==> config.mk <==
export PLATFORM = sky130hd
export DESIGN_NAME = intr_rq_ctl
export DESIGN_NICKNAME = d
export VERILOG_FILES = /design/src/rtl/intr_rq_ctl.sv
export SDC_FILE = /design/constraint.sdc
export NUM_CORES = 1
export LEC_CHECK = 0
export CORE_MARGIN = 2
export CORE_UTILIZATION = 50
export DETAILED_ROUTE_END_ITERATION = 12
export PLACE_DENSITY_LB_ADDON = 0.05
export SLEW_MARGIN = 5
export SYNTH_ARGS = -nofsm -noshare
export SYNTH_HDL_FRONTEND = slang
export SYNTH_SLANG_ARGS = --single-unit
==> constraint.sdc <==
create_clock -name __clk -period 2.85 [get_ports __clk]
set_input_delay 0.285 -clock __clk [delete_from_list [all_inputs] [get_ports __clk]]
set_output_delay 0.285 -clock __clk [all_outputs]
set_load 0.05 [all_outputs]
==> src/rtl/intr_rq_ctl.sv <==
// Interrupt-report (IN cycle) controller: delay/sample/acknowledge sequencing with one-cycle request pulses.
// Optional INTR_RQ_STATS_EN adds saturating accept/reject counters.
module intr_rq_ctl #(
    parameter int unsigned DOK_DLY_TICKS = 3,
    parameter int unsigned DOK_TICKS     = 8,
    parameter int unsigned TMO_TICKS     = 255
) (
    input  logic        __clk,
    input  logic        clm,
    input  logic        rin,
    input  logic        zw,
    input  logic        zgpn_,
    input  logic [0:15] rdt,
    output logic        dok,
    output logic [0:15] zk,
    output logic        rz4,
    output logic        rz29,
    output logic        busy,
    output logic        to_err
`ifdef INTR_RQ_STATS_EN
    ,
    output logic [0:15] acc_cnt,
    output logic [0:15] rej_cnt
`endif
);

    localparam int unsigned CNT_W = 8;
    localparam logic [CNT_W-1:0] DLY_INIT = CNT_W'(DOK_DLY_TICKS - 1);
    localparam logic [CNT_W-1:0] DOK_INIT = CNT_W'(DOK_TICKS - 1);
    localparam logic [CNT_W-1:0] TMO_INIT = CNT_W'(TMO_TICKS - 1);

    typedef enum logic [2:0] {IDLE, DLY, SAMP, ACK, WREL} state_t;

    state_t           state;
    logic [CNT_W-1:0] cnt;
    logic             acc;
    logic             need_rel;

    logic             accept;
    logic             dec_rz4;
    logic             dec_rz29;
    logic [0:15]      dec_zk;
    logic [3:0]       ch;
    logic             unused_rdt;

    // rdt[1:10] carry no meaning for the report decision
    assign unused_rdt = ^rdt[1:10];

    // Report decode: CPU reports always accepted, channel reports only when group enabled
    always_comb begin
        accept   = 1'b0;
        dec_rz4  = 1'b0;
        dec_rz29 = 1'b0;
        dec_zk   = '0;
        ch       = rdt[11:14];
        if (rdt[15]) begin
            accept   = 1'b1;
            dec_rz29 = rdt[0];
            dec_rz4  = !rdt[0];
        end else if (zgpn_) begin
            accept     = 1'b1;
            dec_zk[ch] = 1'b1;
        end
    end

    always_ff @(posedge __clk) begin
        if (clm) begin
            state    <= IDLE;
            cnt      <= '0;
            acc      <= 1'b0;
            need_rel <= 1'b0;
            dok      <= 1'b0;
            zk       <= '0;
            rz4      <= 1'b0;
            rz29     <= 1'b0;
            busy     <= 1'b0;
            to_err   <= 1'b0;
`ifdef INTR_RQ_STATS_EN
            acc_cnt  <= '0;
            rej_cnt  <= '0;
`endif
        end else begin
            zk     <= '0;
            rz4    <= 1'b0;
            rz29   <= 1'b0;
            to_err <= 1'b0;
            if (!rin) need_rel <= 1'b0;
            case (state)
                IDLE: begin
                    if (rin && !zw && !need_rel) begin
                        state <= DLY;
                        cnt   <= DLY_INIT;
                        busy  <= 1'b1;
                    end
                end
                DLY: begin
                    if (!rin || zw) begin
                        state <= IDLE;
                        busy  <= 1'b0;
                    end else if (cnt == '0) begin
                        state <= SAMP;
                    end else begin
                        cnt <= cnt - CNT_W'(1);
                    end
                end
                SAMP: begin
                    state <= ACK;
                    cnt   <= DOK_INIT;
                    acc   <= accept;
                    dok   <= accept && rin;
                    zk    <= dec_zk;
                    rz4   <= dec_rz4;
                    rz29  <= dec_rz29;
`ifdef INTR_RQ_STATS_EN
                    if (accept && acc_cnt != 16'hffff) acc_cnt <= acc_cnt + 16'd1;
                    if (!accept && rej_cnt != 16'hffff) rej_cnt <= rej_cnt + 16'd1;
`endif
                end
                ACK: begin
                    if (!rin) begin
                        state <= IDLE;
                        dok   <= 1'b0;
                        busy  <= 1'b0;
                    end else if (cnt == '0) begin
                        state <= WREL;
                        dok   <= 1'b0;
                        cnt   <= TMO_INIT;
                    end else begin
                        dok <= acc;
                        cnt <= cnt - CNT_W'(1);
                    end
                end
                WREL: begin
                    if (!rin) begin
                        state <= IDLE;
                        busy  <= 1'b0;
                    end else if (cnt == '0) begin
                        // held rin must drop before the next report is taken
                        state    <= IDLE;
                        busy     <= 1'b0;
                        to_err   <= 1'b1;
                        need_rel <= 1'b1;
                    end else begin
                        cnt <= cnt - CNT_W'(1);
                    end
                end
                default: begin
                    state <= IDLE;
                    busy  <= 1'b0;
                    dok   <= 1'b0;
                end
            endcase
        end
    end

endmodule

# ---- Word-level counts from Yosys, hierarchy flattened
# Index checks and enable logic that the tools add are counted.
dict set report word_totals {
  latch_bits 0
  ramBits 0
  register_bits 34
  n_memories 0
  elab_cells 84
  romBits 0
}
dict set report classes {
  bitwise 6
  shifts 0
  multipliers 0
  n_addsub 1
  div_mod_pow 0
  eq_ne 13
  order_cmp 2
  reduce_logical 19
  n_mux 33
}
# cell n
set op_table {}
lappend op_table {{2-to-1 mux 8 bit} 6}
lappend op_table {{case mux 8 bit (5 select lines)} 1}
lappend op_table {{2-to-1 mux 3 bit} 7}
lappend op_table {{2-to-1 mux 1 bit} 15}
lappend op_table {{case mux 3 bit (5 select lines)} 1}
lappend op_table {{!= test 2 bit (second input constant)} 6}
lappend op_table {{AND reduction 5 bit} 2}
lappend op_table {{!= test 3 bit (second input constant)} 3}
lappend op_table {{OR reduction 3 bit} 3}
lappend op_table {{logical NOT 8 bit} 1}
lappend op_table {{subtractor 8 x 1 -> 8 bit (second input constant)} 1}
lappend op_table {{== test 3 x 2 -> 1 bit (second input constant)} 2}
lappend op_table {{greater-or-equal comparator 5 bit (second input constant)} 1}
lappend op_table {{less-than comparator 5 x 1 -> 1 bit (second input constant)} 1}
lappend op_table {{NOT 1 bit} 5}
lappend op_table {{NOT 4 -> 5 bit} 1}
lappend op_table {{case mux 1 bit (5 select lines)} 1}
lappend op_table {{nonzero test 5 bit} 1}
lappend op_table {{demux 1 bit (select 4 bit)} 1}
lappend op_table {{logical AND 1 bit} 4}
lappend op_table {{logical NOT 1 bit} 4}
lappend op_table {{AND reduction 4 bit} 1}
lappend op_table {{OR reduction 4 bit} 1}
lappend op_table {{== test 3 x 1 -> 1 bit (second input constant)} 1}
lappend op_table {{other kinds (4)} 4}

# ---- Logic depth before layout (Yosys ltp)
# Gate-level depths: netlist of the first run.
dict set report depth {
  ltp_word 5
  mapped_depth 7
  depth_no_buf 7
}

# ---- Worst setup path after synthesis of the first run
# Ideal clock, no wire load.
dict set report synth_path {
  path_kind {reg2reg}
  from {reg cnt[0]}
  to {reg cnt[4]}
  required_time_ps 2779
  period_less_slack_ps 1732
  setup_ps 71
  stages_incl_launch_ff 6
  path_slack_ps 1118
  n_path_buf 0
  arrival_time_ps 1661
  path_cell_list {dfxtp_1 inv_1 ha_1 or4b_2 or3_1 a21oi_1}
}
dict set report synth_between {
  elab_chain_cells 4
  word_cells_on_any_way 8
  cone_classes {add/sub: 1; mux: 6; reduce/logical: 1}
}
# item line
set synth_rtl {}
lappend synth_rtl {{start: declaration} 35} ;# logic [CNT_W-1:0] cnt;
lappend synth_rtl {{start signal: assignment} 103} ;# cnt <= cnt - CNT_W'(1);
lappend synth_rtl {{start signal: assignment} 130} ;# cnt <= cnt - CNT_W'(1);
lappend synth_rtl {{start signal: assignment} 144} ;# cnt <= cnt - CNT_W'(1);
lappend synth_rtl {{subtractor 8 x 1 -> 8 bit / logical NOT 8 bit (equally long branches)} n/a}
lappend synth_rtl {{2-to-1 mux 8 bit (on tied branches)} {100, 137, 124}}
lappend synth_rtl {{2-to-1 mux 8 bit (on tied branches)} {134, 120, 97}}
lappend synth_rtl {{case mux 8 bit (5 select lines) (*)} 88} ;# case (state)
# Mark *: on every way between the ends. The rest lies on a longest branch, timed or not. The select of a mux whose other input is x is not followed.
# A chain may end at the register's enable or synchronous reset.

# ---- Final worst setup path of the first run
dict set report layout_path {
  from {reg cnt[0]}
  to {reg cnt[1]}
}
# The elaborated chain is that of the path after synthesis.

==> impl_metrics.json, run 1 <==
{
  "holdWs_ps": 476.6,
  "p_int_w": 0.0006376,
  "critPathCaptureType": "flip-flop",
  "swShare_pct": 28.00,
  "finalSetupViolCount": 0,
  "cp-start-kind": "flip-flop",
  "clockPowerShare_pct": 27.1,
  "hold_viol": 0,
  "drc": 0,
  "rsz0062_at_grt": "no",
  "synthTopCellsByArea": "dfxtp_1 (46%), nor2_1 (8.3%), a21oi_1 (4.0%)",
  "syn_area_um2": 1484,
  "synth-seq-cells": 34,
  "cp_slowest_cell": "o22ai_2",
  "critical_path.top_delay_family": "simple AND/OR/NAND/NOR gates",
  "firstDrtPassIters": 4,
  "grt_pass1_vias": 1258,
  "finClkSkew_ps": 10.15,
  "nets": 221,
  "viasPerCell": 5.739,
  "grt_usage_pct": 21.50,
  "max_cap_violations": 0,
  "layout_common_cells": "dfxtp_1 (34), nor2_1 (33), clkdlybuf4s50_1 (31)",
  "cts.clk_slew.worst_paths_ps": 100,
  "tns_ps": 0,
  "yosys_warnings": 0,
  "ctsHoldBuffers": 0,
  "worst_pin_slew_ps": 646.5,
  "gp_congestion": 0.8795,
  "drive_gt1_share_pct": 10.05,
  "max_slew_margin_pct": 56.90,
  "vias": 1320,
  "dieArea_um2": 3419,
  "power_frac_seq_pct": 56.3,
  "drtIter0Drc": 29,
  "status": "finished clean",
  "cts_buffers": 5,
  "leakagePower_nw": 0.6612,
  "required_ps": 3090,
  "ir_worst_vdd_v": 0.0004703,
  "clock_latency_ps": 330,
  "mostFrequentLayoutCell": "dfxtp_1",
  "htree_levels": 2,
  "post_cts.repair.setup_buffers": 0,
  "power_frac_comb_pct": 16.6,
  "antenna_found_initial": 0,
  "dp_hpwl_mm": 2.286,
  "worstPathCellList": "inv_1, ha_1, nor4b_2, nand2_1, o22ai_2, nor2_1, a211oi_1",
  "synth_largest_area_cell": "dfxtp_1",
  "criticalPathCategory": "reg2reg",
  "synth_top_area_share_pct": 45.87,
  "fin_crit_sh_pct": 76.23,
  "crit_path_max_fanout": 10,
  "core_um2": 2781,
  "area_growth_pct": 24.79,
  "cts-root-buf": "clkbuf_4",
  "cts_resized": 0,
  "grt-ovfl-total": 0,
  "ioPinCount": 42,
  "grt_pass1_wl_mm": 5.568,
  "period_minus_slack_ps": 2173,
  "initial_core_util_pct": 53.35,
  "fmax_ghz": 0.4603,
  "final_max_slew_viol_count": 0,
  "avgSynthCellArea_um2": 8.886,
  "fp.dieH_um": 58.48,
  "p_per_area_nw_per_um2": 478.3,
  "grt_max_degree": 18,
  "synth_nets": 189,
  "worstPathArrival_ps": 2410,
  "switchingPower_w": 0.0002480,
  "die_w_um": 58.48,
  "cts.sinks": 34,
  "rows": 19,
  "postRouteAntennaNets": 0,
  "hold_class": "reg2reg",
  "port_buffers": 31,
  "cpPeakStageDelay_ps": 400,
  "antenna_cells": 0,
  "yosysSeqAreaShare_pct": 45.87,
  "totalWireLength_mm": 3.182,
  "cts_tree": "built",
  "synth_cell_types": 41,
  "wire_per_inst_um": 13.83,
  "critical_path_buf_inv_count": 1,
  "clockBufferDepth": 2,
  "syn_inst": 167
}
## cell type report
cell class / instances / area [um2]
clock inverter: 2 / 10.01
tap: 31 / 38.79
multi-input combinational: 122 / 752.0
fill: 239 / 929.6
inverter: 4 / 15.01
timing repair buffer: 32 / 317.8
sequential: 34 / 680.7
clock buffer: 5 / 37.54
## worst reg2reg max path, stage by stage (launching register included)
cell      delay (ps)
dfxtp_1          370
inv_1             90
ha_1             250
nor4b_2          340
nand2_1          290
o22ai_2          400
nor2_1           100
a211oi_1         230
## per-layer routing
metal / wire (um) / track usage (%) / vias up
met2: 1466 / 32.10 / 41
met4: 51 / 12.29 / 0
met1: 1479 / 27.45 / 614
met5: 0 / 0 / -
li1: - / - / 656
met3: 184 / 6.593 / 9
## Yosys cell counts
cell type	number
ha_1	1
o31ai_2	1
and4b_1	1
and2b_4	1
nand2b_1	5
nor4b_1	1
nor3_2	1
buf_2	2
o22ai_2	1
nor2_1	33
a32oi_1	1
mux2i_1	2
nor3b_1	3
or3b_4	2
a211oi_1	2
nand3b_1	3
o21a_1	1
dfxtp_1	34
nor2b_1	2
clkbuf_1	4
a21boi_0	1
a31oi_1	6
o31ai_1	2
or4b_2	1
mux2_2	1
nand3_1	3
nor4b_2	1
o21ai_0	7
nand4_1	1
a21oi_1	12
o21ai_1	1
or3_1	1
inv_1	4
a2111oi_4	1
o21ba_2	1
and2_1	2
nand2_1	6
o22a_1	1
buf_6	1
nor4b_4	1
nor3_1	12
## power groups by stage
stage / Sequential, W / Combinational [W] / Clock [W]
after floorplan: 0.000510 / 0.0000998 / 0
after global placement: 0.000509 / 0.000142 / 0
after detailed placement: 0.000509 / 0.000144 / 0
after CTS: 0.000498 / 0.000146 / 0.000248
after global routing: 0.000501 / 0.000164 / 0.000268
final: 0.000499 / 0.000147 / 0.000240
## flip-flops by register name, indices dropped and copies added (netlist names)
signal	cells
rz4	1
zk	16
acc	1
to_err	1
need_rel	1
cnt	8
busy	1
dok	1
rz29	1
state	3
## cells by family (layout without fill, tap and decap cells)
family,Yosys count,after routing,share of synthesized area [%]
fa+ha+maj,1,1,0.8430
simple gates,80,80,30.02
flops,34,34,45.87
mux,3,3,2.108
compound gates,38,38,17.71
buf+inv,11,43,3.456
## stage by stage
step | utilization [%] | power, W | cell area, um2 | std cells | setup WS [ps]
floorplan | - | 0.0006095 | 1484 | 167 | 1118
global placement | 64.87 | 0.0006505 | 1804 | 223 | 753.7
detailed placement | 64.87 | 0.0006535 | 1804 | 223 | 728.1
CTS | 66.58 | 0.0008923 | 1852 | 230 | 684.2
global route | 66.58 | 0.0009334 | 1852 | 230 | 457.7
finish | 66.58 | 0.0008856 | 1852 | 230 | 677.5
## path summary, 6_finish.rpt
kind	from	to	slack, ps	cells past startpoint
max	cnt[0]	cnt[1]	680	7
min	dok	dok	480	2
max reg2reg	cnt[0]	cnt[1]	680	7
min reg2reg	dok	dok	480	2
Power figures use the tool's default switching activity.
==> run 2, diff against run 1 <==
--- a/config.mk
+++ b/config.mk
@@ -6,7 +6,7 @@
 export NUM_CORES = 1
 export LEC_CHECK = 0
 export CORE_MARGIN = 2
-export CORE_UTILIZATION = 50
+export CORE_UTILIZATION = 47
 export DETAILED_ROUTE_END_ITERATION = 12
 export PLACE_DENSITY_LB_ADDON = 0.05
 export SLEW_MARGIN = 5
==> constraint.sdc (replaced) <==
create_clock -name __clk -period 2 [get_ports __clk]
set_input_delay 0.2 -clock __clk [delete_from_list [all_inputs] [get_ports __clk]]
set_output_delay 0.2 -clock __clk [all_outputs]
set_load 0.05 [all_outputs]
==> impl_metrics.json, run 2 (synthesis results as in run 1) <==
{
  "status": "finished clean",
  "largest_register": "zk",
  "area_growth_pct": 32.97,
  "crit_end": "cnt[4]",
  "hold_class": "in2reg",
  "required_ps": 2270,
  "swShare_pct": 25.25,
  "mostFrequentLayoutCell": "dfxtp_1",
  "r2r_end": "cnt[4]",
  "grt_pass1_wl_mm": 5.430,
  "dp_hpwl_mm": 2.511,
  "initial_core_util_pct": 49.01,
  "tns_ps": 0,
  "cts.clk_slew.worst_paths_ps": 90,
  "clockPowerShare_pct": 35.0,
  "worst_pin_slew_ps": 649.4,
  "grt-ovfl-total": 0,
  "design_area_um2": 1973,
  "ctsHoldBuffers": 0,
  "antenna_found_initial": 0,
  "max_cap_violations": 0,
  "top_regs": "zk: 16 flops, cnt: 8 flops, state: 3 flops",
  "place_ws_ps": 37.74,
  "grt_pass1_vias": 1222,
  "fp.dieH_um": 60.19,
  "use_met1_pct": 26.89,
  "p_int_w": 0.001098,
  "drc": 0,
  "post_cts.repair.setup_buffers": 0,
  "met2_usage_pct": 31.37,
  "regToRegSetupSlack_ps": 100,
  "criticalPathCategory": "reg2reg",
  "switchingPower_w": 0.0003708,
  "firstDrtPassIters": 4,
  "fin_ws_ps": 104.5,
  "cp_slowest_cell": "dfxtp_1",
  "hold_depth": 2,
  "power_frac_comb_pct": 16.6,
  "clock_latency_ps": 340,
  "max_slew_margin_pct": 56.71,
  "postRouteAntennaNets": 0,
  "power_frac_seq_pct": 48.5,
  "finClkSkew_ps": 17.29,
  "ir_worst_vdd_v": 0.0004562,
  "largest_register_ff_count": 16,
  "worstPathArrival_ps": 2160,
  "drive_gt1_share_pct": 14.01,
  "antenna_cells": 0,
  "clockBufferDepth": 2,
  "finalSetupViolCount": 0,
  "viasPerCell": 5.522,
  "critical_path_buf_inv_count": 0,
  "nets": 229,
  "grt_max_degree": 17,
  "core_um2": 3028,
  "met3_usage_pct": 6.710,
  "rows": 20,
  "final_max_slew_viol_count": 0,
  "cpPeakStageDelay_ps": 530,
  "reg2reg_depth": 5,
  "layout_common_cells": "dfxtp_1 (34), nor2_1 (33), clkdlybuf4s50_1 (31)",
  "crit_start": "state[0]",
  "hold_viol": 0,
  "fmax_ghz": 0.5276,
  "ioPinCount": 42,
  "total_power_w": 0.001469,
  "fin_util_pct": 65.17,
  "critical_path.top_delay_family": "compound AO/OA/AOI/OAI gates",
  "gp_congestion": 0.8217,
  "nFillCells": 257,
  "drtIter0Drc": 83,
  "cts_buffers": 5,
  "crit_path_max_fanout": 10,
  "leakagePower_nw": 0.7225,
  "cts-root-buf": "clkbuf_4",
  "regToRegStartpoint": "state[0]",
  "totalWireLength_mm": 3.459,
  "port_buffers": 31,
  "p_per_area_nw_per_um2": 744.4,
  "period_minus_slack_ps": 1896,
  "cp-start-kind": "flip-flop",
  "htree_levels": 2,
  "cts.sinks": 34,
  "rsz0062_at_grt": "no",
  "die_w_um": 60.19,
  "fin_crit_sh_pct": 94.78,
  "wire_per_inst_um": 13.78,
  "worstPathCellList": "nor2_1, a2111oi_4, o22ai_2, or3_1, a21oi_1",
  "path_depth": 5,
  "grt_usage_pct": 20.32,
  "vias": 1386,
  "dpl_cell_area_um2": 1881,
  "critPathCaptureType": "flip-flop",
  "grt_busiest_layer": "met2",
  "dieArea_um2": 3623,
  "cts_tree": "built"
}
## run 2: layer usage
| layer | vias up | share of wire, % |
|---|---|---|
| met5 | - | 0 |
| met4 | 0 | 1.7 |
| met3 | 9 | 6.4 |
| met2 | 56 | 45 |
| met1 | 643 | 47 |
| li1 | 678 | - |
## run 2: cell type report
class / instances / area [um2] / share of cell area (%)
clock inverters: 1 / 30.03 / 1.522
well taps: 44 / 55.05 / 2.790
flip-flops and latches: 34 / 680.7 / 34.50
clock buffers: 6 / 51.30 / 2.600
multi-input cells: 122 / 763.2 / 38.68
repair buffers: 40 / 377.9 / 19.15
inverters: 4 / 15.01 / 0.7609
## run 2: worst reg2reg max path, stage by stage (launching register included)
cell and delay, ps:
dfxtp_1 530, nor2_1 190, a2111oi_4 450, o22ai_2 160
or3_1 370, a21oi_1 130
## run 2: worst min-delay path by stage
stage / from / end / slack [ps]
floorplan: rdt[13] / zk[0] / 270
global placement: dok / dok / 460
detailed placement: dok / dok / 480
CTS: rdt[0] / rz4 / 440
global route: rdt[0] / rz4 / 440
finish: rdt[0] / rz4 / 440
## run 2: power groups by stage
stage                     Combinational (W)  Sequential, W  Clock, W
final                              0.000243       0.000712  0.000514
after global routing               0.000265       0.000715  0.000547
after CTS                          0.000234       0.000710  0.000525
after detailed placement           0.000231       0.000726         0
after global placement             0.000227       0.000725         0
after floorplan                    0.000142       0.000726         0
## run 2: repair_timing
item                                    4_1_cts  5_1_grt
hold endpoints to repair                      0        0
endpoints found under the setup margin        0        5
gates resized for setup                       0        2
## run 2: metrics by stage
step           hold slack [ps]  std cells
2_1_floorplan            269.0        167
6_report                 439.5        251
3_5_place_dp             476.5        244
4_1_cts                  438.3        251
5_1_grt                  442.0        251
3_3_place_gp             463.7        244
==> run 3, diff against run 2 <==
--- a/config.mk
+++ b/config.mk
@@ -8,7 +8,7 @@
 export CORE_MARGIN = 2
 export CORE_UTILIZATION = 47
 export DETAILED_ROUTE_END_ITERATION = 12
-export PLACE_DENSITY_LB_ADDON = 0.05
+export PLACE_DENSITY = 0.89
 export SLEW_MARGIN = 5
 export SYNTH_ARGS = -nofsm -noshare
 export SYNTH_HDL_FRONTEND = slang
==> impl_metrics.json, run 3 (synthesis results as in run 1) <==
{
  "status": "finished clean",
  "tns_ps": 0,
  "cp_common_cell": "or3b_4",
  "worstPathCellList": "or3b_4, nor4b_4, or3b_4, nor2_1",
  "grt_pass1_wl_mm": 5.761,
  "die_w_um": 60.19,
  "critical_path.top_delay_family": "simple AND/OR/NAND/NOR gates",
  "nets": 232,
  "finalSetupViolCount": 0,
  "largest_register": "zk",
  "rows": 20,
  "viasPerCell": 5.345,
  "drc": 0,
  "period_minus_slack_ps": 1895,
  "critPathCaptureType": "flip-flop",
  "clockBufferDepth": 2,
  "dpl_cell_area_um2": 1903,
  "dieArea_um2": 3623,
  "fmax_ghz": 0.5278,
  "cts.sinks": 34,
  "worst_pin_slew_ps": 541.2,
  "hold_class": "in2reg",
  "max_cap_violations": 0,
  "totalWireLength_mm": 3.496,
  "p_per_area_nw_per_um2": 799.7,
  "largest_register_ff_count": 16,
  "fin_crit_sh_pct": 94.74,
  "ir_worst_vdd_v": 0.0005495,
  "clock_latency_ps": 340,
  "worstPathArrival_ps": 2170,
  "critical_path_buf_inv_count": 0,
  "cts-root-buf": "clkbuf_4",
  "fin_ws_ps": 105.2,
  "wire_per_inst_um": 13.71,
  "dp_hpwl_mm": 2.551,
  "grt_pass1_vias": 1296,
  "finClkSkew_ps": 6.445,
  "antenna_cells": 0,
  "cts.clk_slew.worst_paths_ps": 100,
  "grt_usage_pct": 21.57,
  "top_regs": "zk: 16 flops, cnt: 8 flops, state: 3 flops",
  "dp_cells": 247,
  "initial_core_util_pct": 49.01,
  "leakagePower_nw": 0.7517,
  "antenna_found_initial": 0,
  "cp_slowest_cell": "dfxtp_1",
  "fp.dieH_um": 60.19,
  "crit_path_max_fanout": 9,
  "core_um2": 3028,
  "cpPeakStageDelay_ps": 520,
  "drive_gt1_share_pct": 15.64,
  "criticalPathCategory": "reg2reg",
  "port_buffers": 31,
  "firstDrtPassIters": 6,
  "gp_congestion": 0.8522,
  "drtIter0Drc": 69,
  "cp-start-kind": "flip-flop",
  "htree_levels": 2,
  "rsz0062_at_grt": "no",
  "final_max_slew_viol_count": 0,
  "postRouteAntennaNets": 0,
  "required_ps": 2280,
  "place_ws_ps": 41.33,
  "max_slew_margin_pct": 63.64,
  "hold_viol": 0,
  "ioPinCount": 42,
  "layout_common_cells": "dfxtp_1 (34), nor2_1 (33), clkdlybuf4s50_1 (31)",
  "cts_buffers": 5,
  "area_growth_pct": 36.51,
  "cts_tree": "built",
  "vias": 1363,
  "grt-ovfl-total": 0,
  "design_area_um2": 2026,
  "grt_max_degree": 17,
  "final_cells": 255,
  "mostFrequentLayoutCell": "dfxtp_1"
}
[run 3: path summary, 6_finish.rpt]
kind / endpoint / depth (start not counted) / from / slack (ps)
max: zk[1] / 4 / state[1] / 110
min: rz4 / 2 / rdt[0] / 420
max reg2reg: zk[1] / 4 / state[1] / 110
min reg2reg: dok / 2 / dok / 490
[run 3: power breakdown]
part	switching (W)	internal [W]	total [W]
logic	0.000127	0.000119	0.000246
clock network	0.000240	0.000423	0.000664
registers	0.0000189	0.000692	0.000711
total	0.000386	0.00123	0.00162
[run 3: layout make-up]
| cell class | count | area [um2] |
|---|---|---|
| Multi-Input combinational cell | 122 | 763.2 |
| Tap cell | 44 | 55.05 |
| Fill cell | 255 | 1002 |
| Clock inverter | 2 | 60.06 |
| Inverter | 4 | 15.01 |
| Timing Repair Buffer | 43 | 400.4 |
| Sequential cell | 34 | 680.7 |
| Clock buffer | 6 | 51.30 |
[run 3: routing by layer]
| layer | vias up | global-route usage [%] | wire (um) |
|---|---|---|---|
| li1 | 679 | - | - |
| met1 | 633 | 24.24 | 1450 |
| met2 | 41 | 35.87 | 1694 |
| met3 | 10 | 10.39 | 296 |
| met4 | 0 | 6.667 | 55 |
| met5 | - | 0 | 0 |
[run 3: repair_timing]
| action | in CTS | in global routing |
|---|---|---|
| hold buffers | 0 | 0 |
| setup endpoints to repair | 0 | 5 |
| setup buffers | 0 | 0 |
| resized for setup | 0 | 2 |
[run 3: per-stage QoR]
stage          power (W)  hold slack [ps]  utilization (%)
2_1_floorplan  0.0008685            269.0                -
3_3_place_gp   0.0009531            470.6            62.85
3_5_place_dp   0.0009606            475.5            62.85
4_1_cts         0.001620            410.6            66.53
5_1_grt         0.001694            415.0            66.90
6_report        0.001620            415.3            66.90
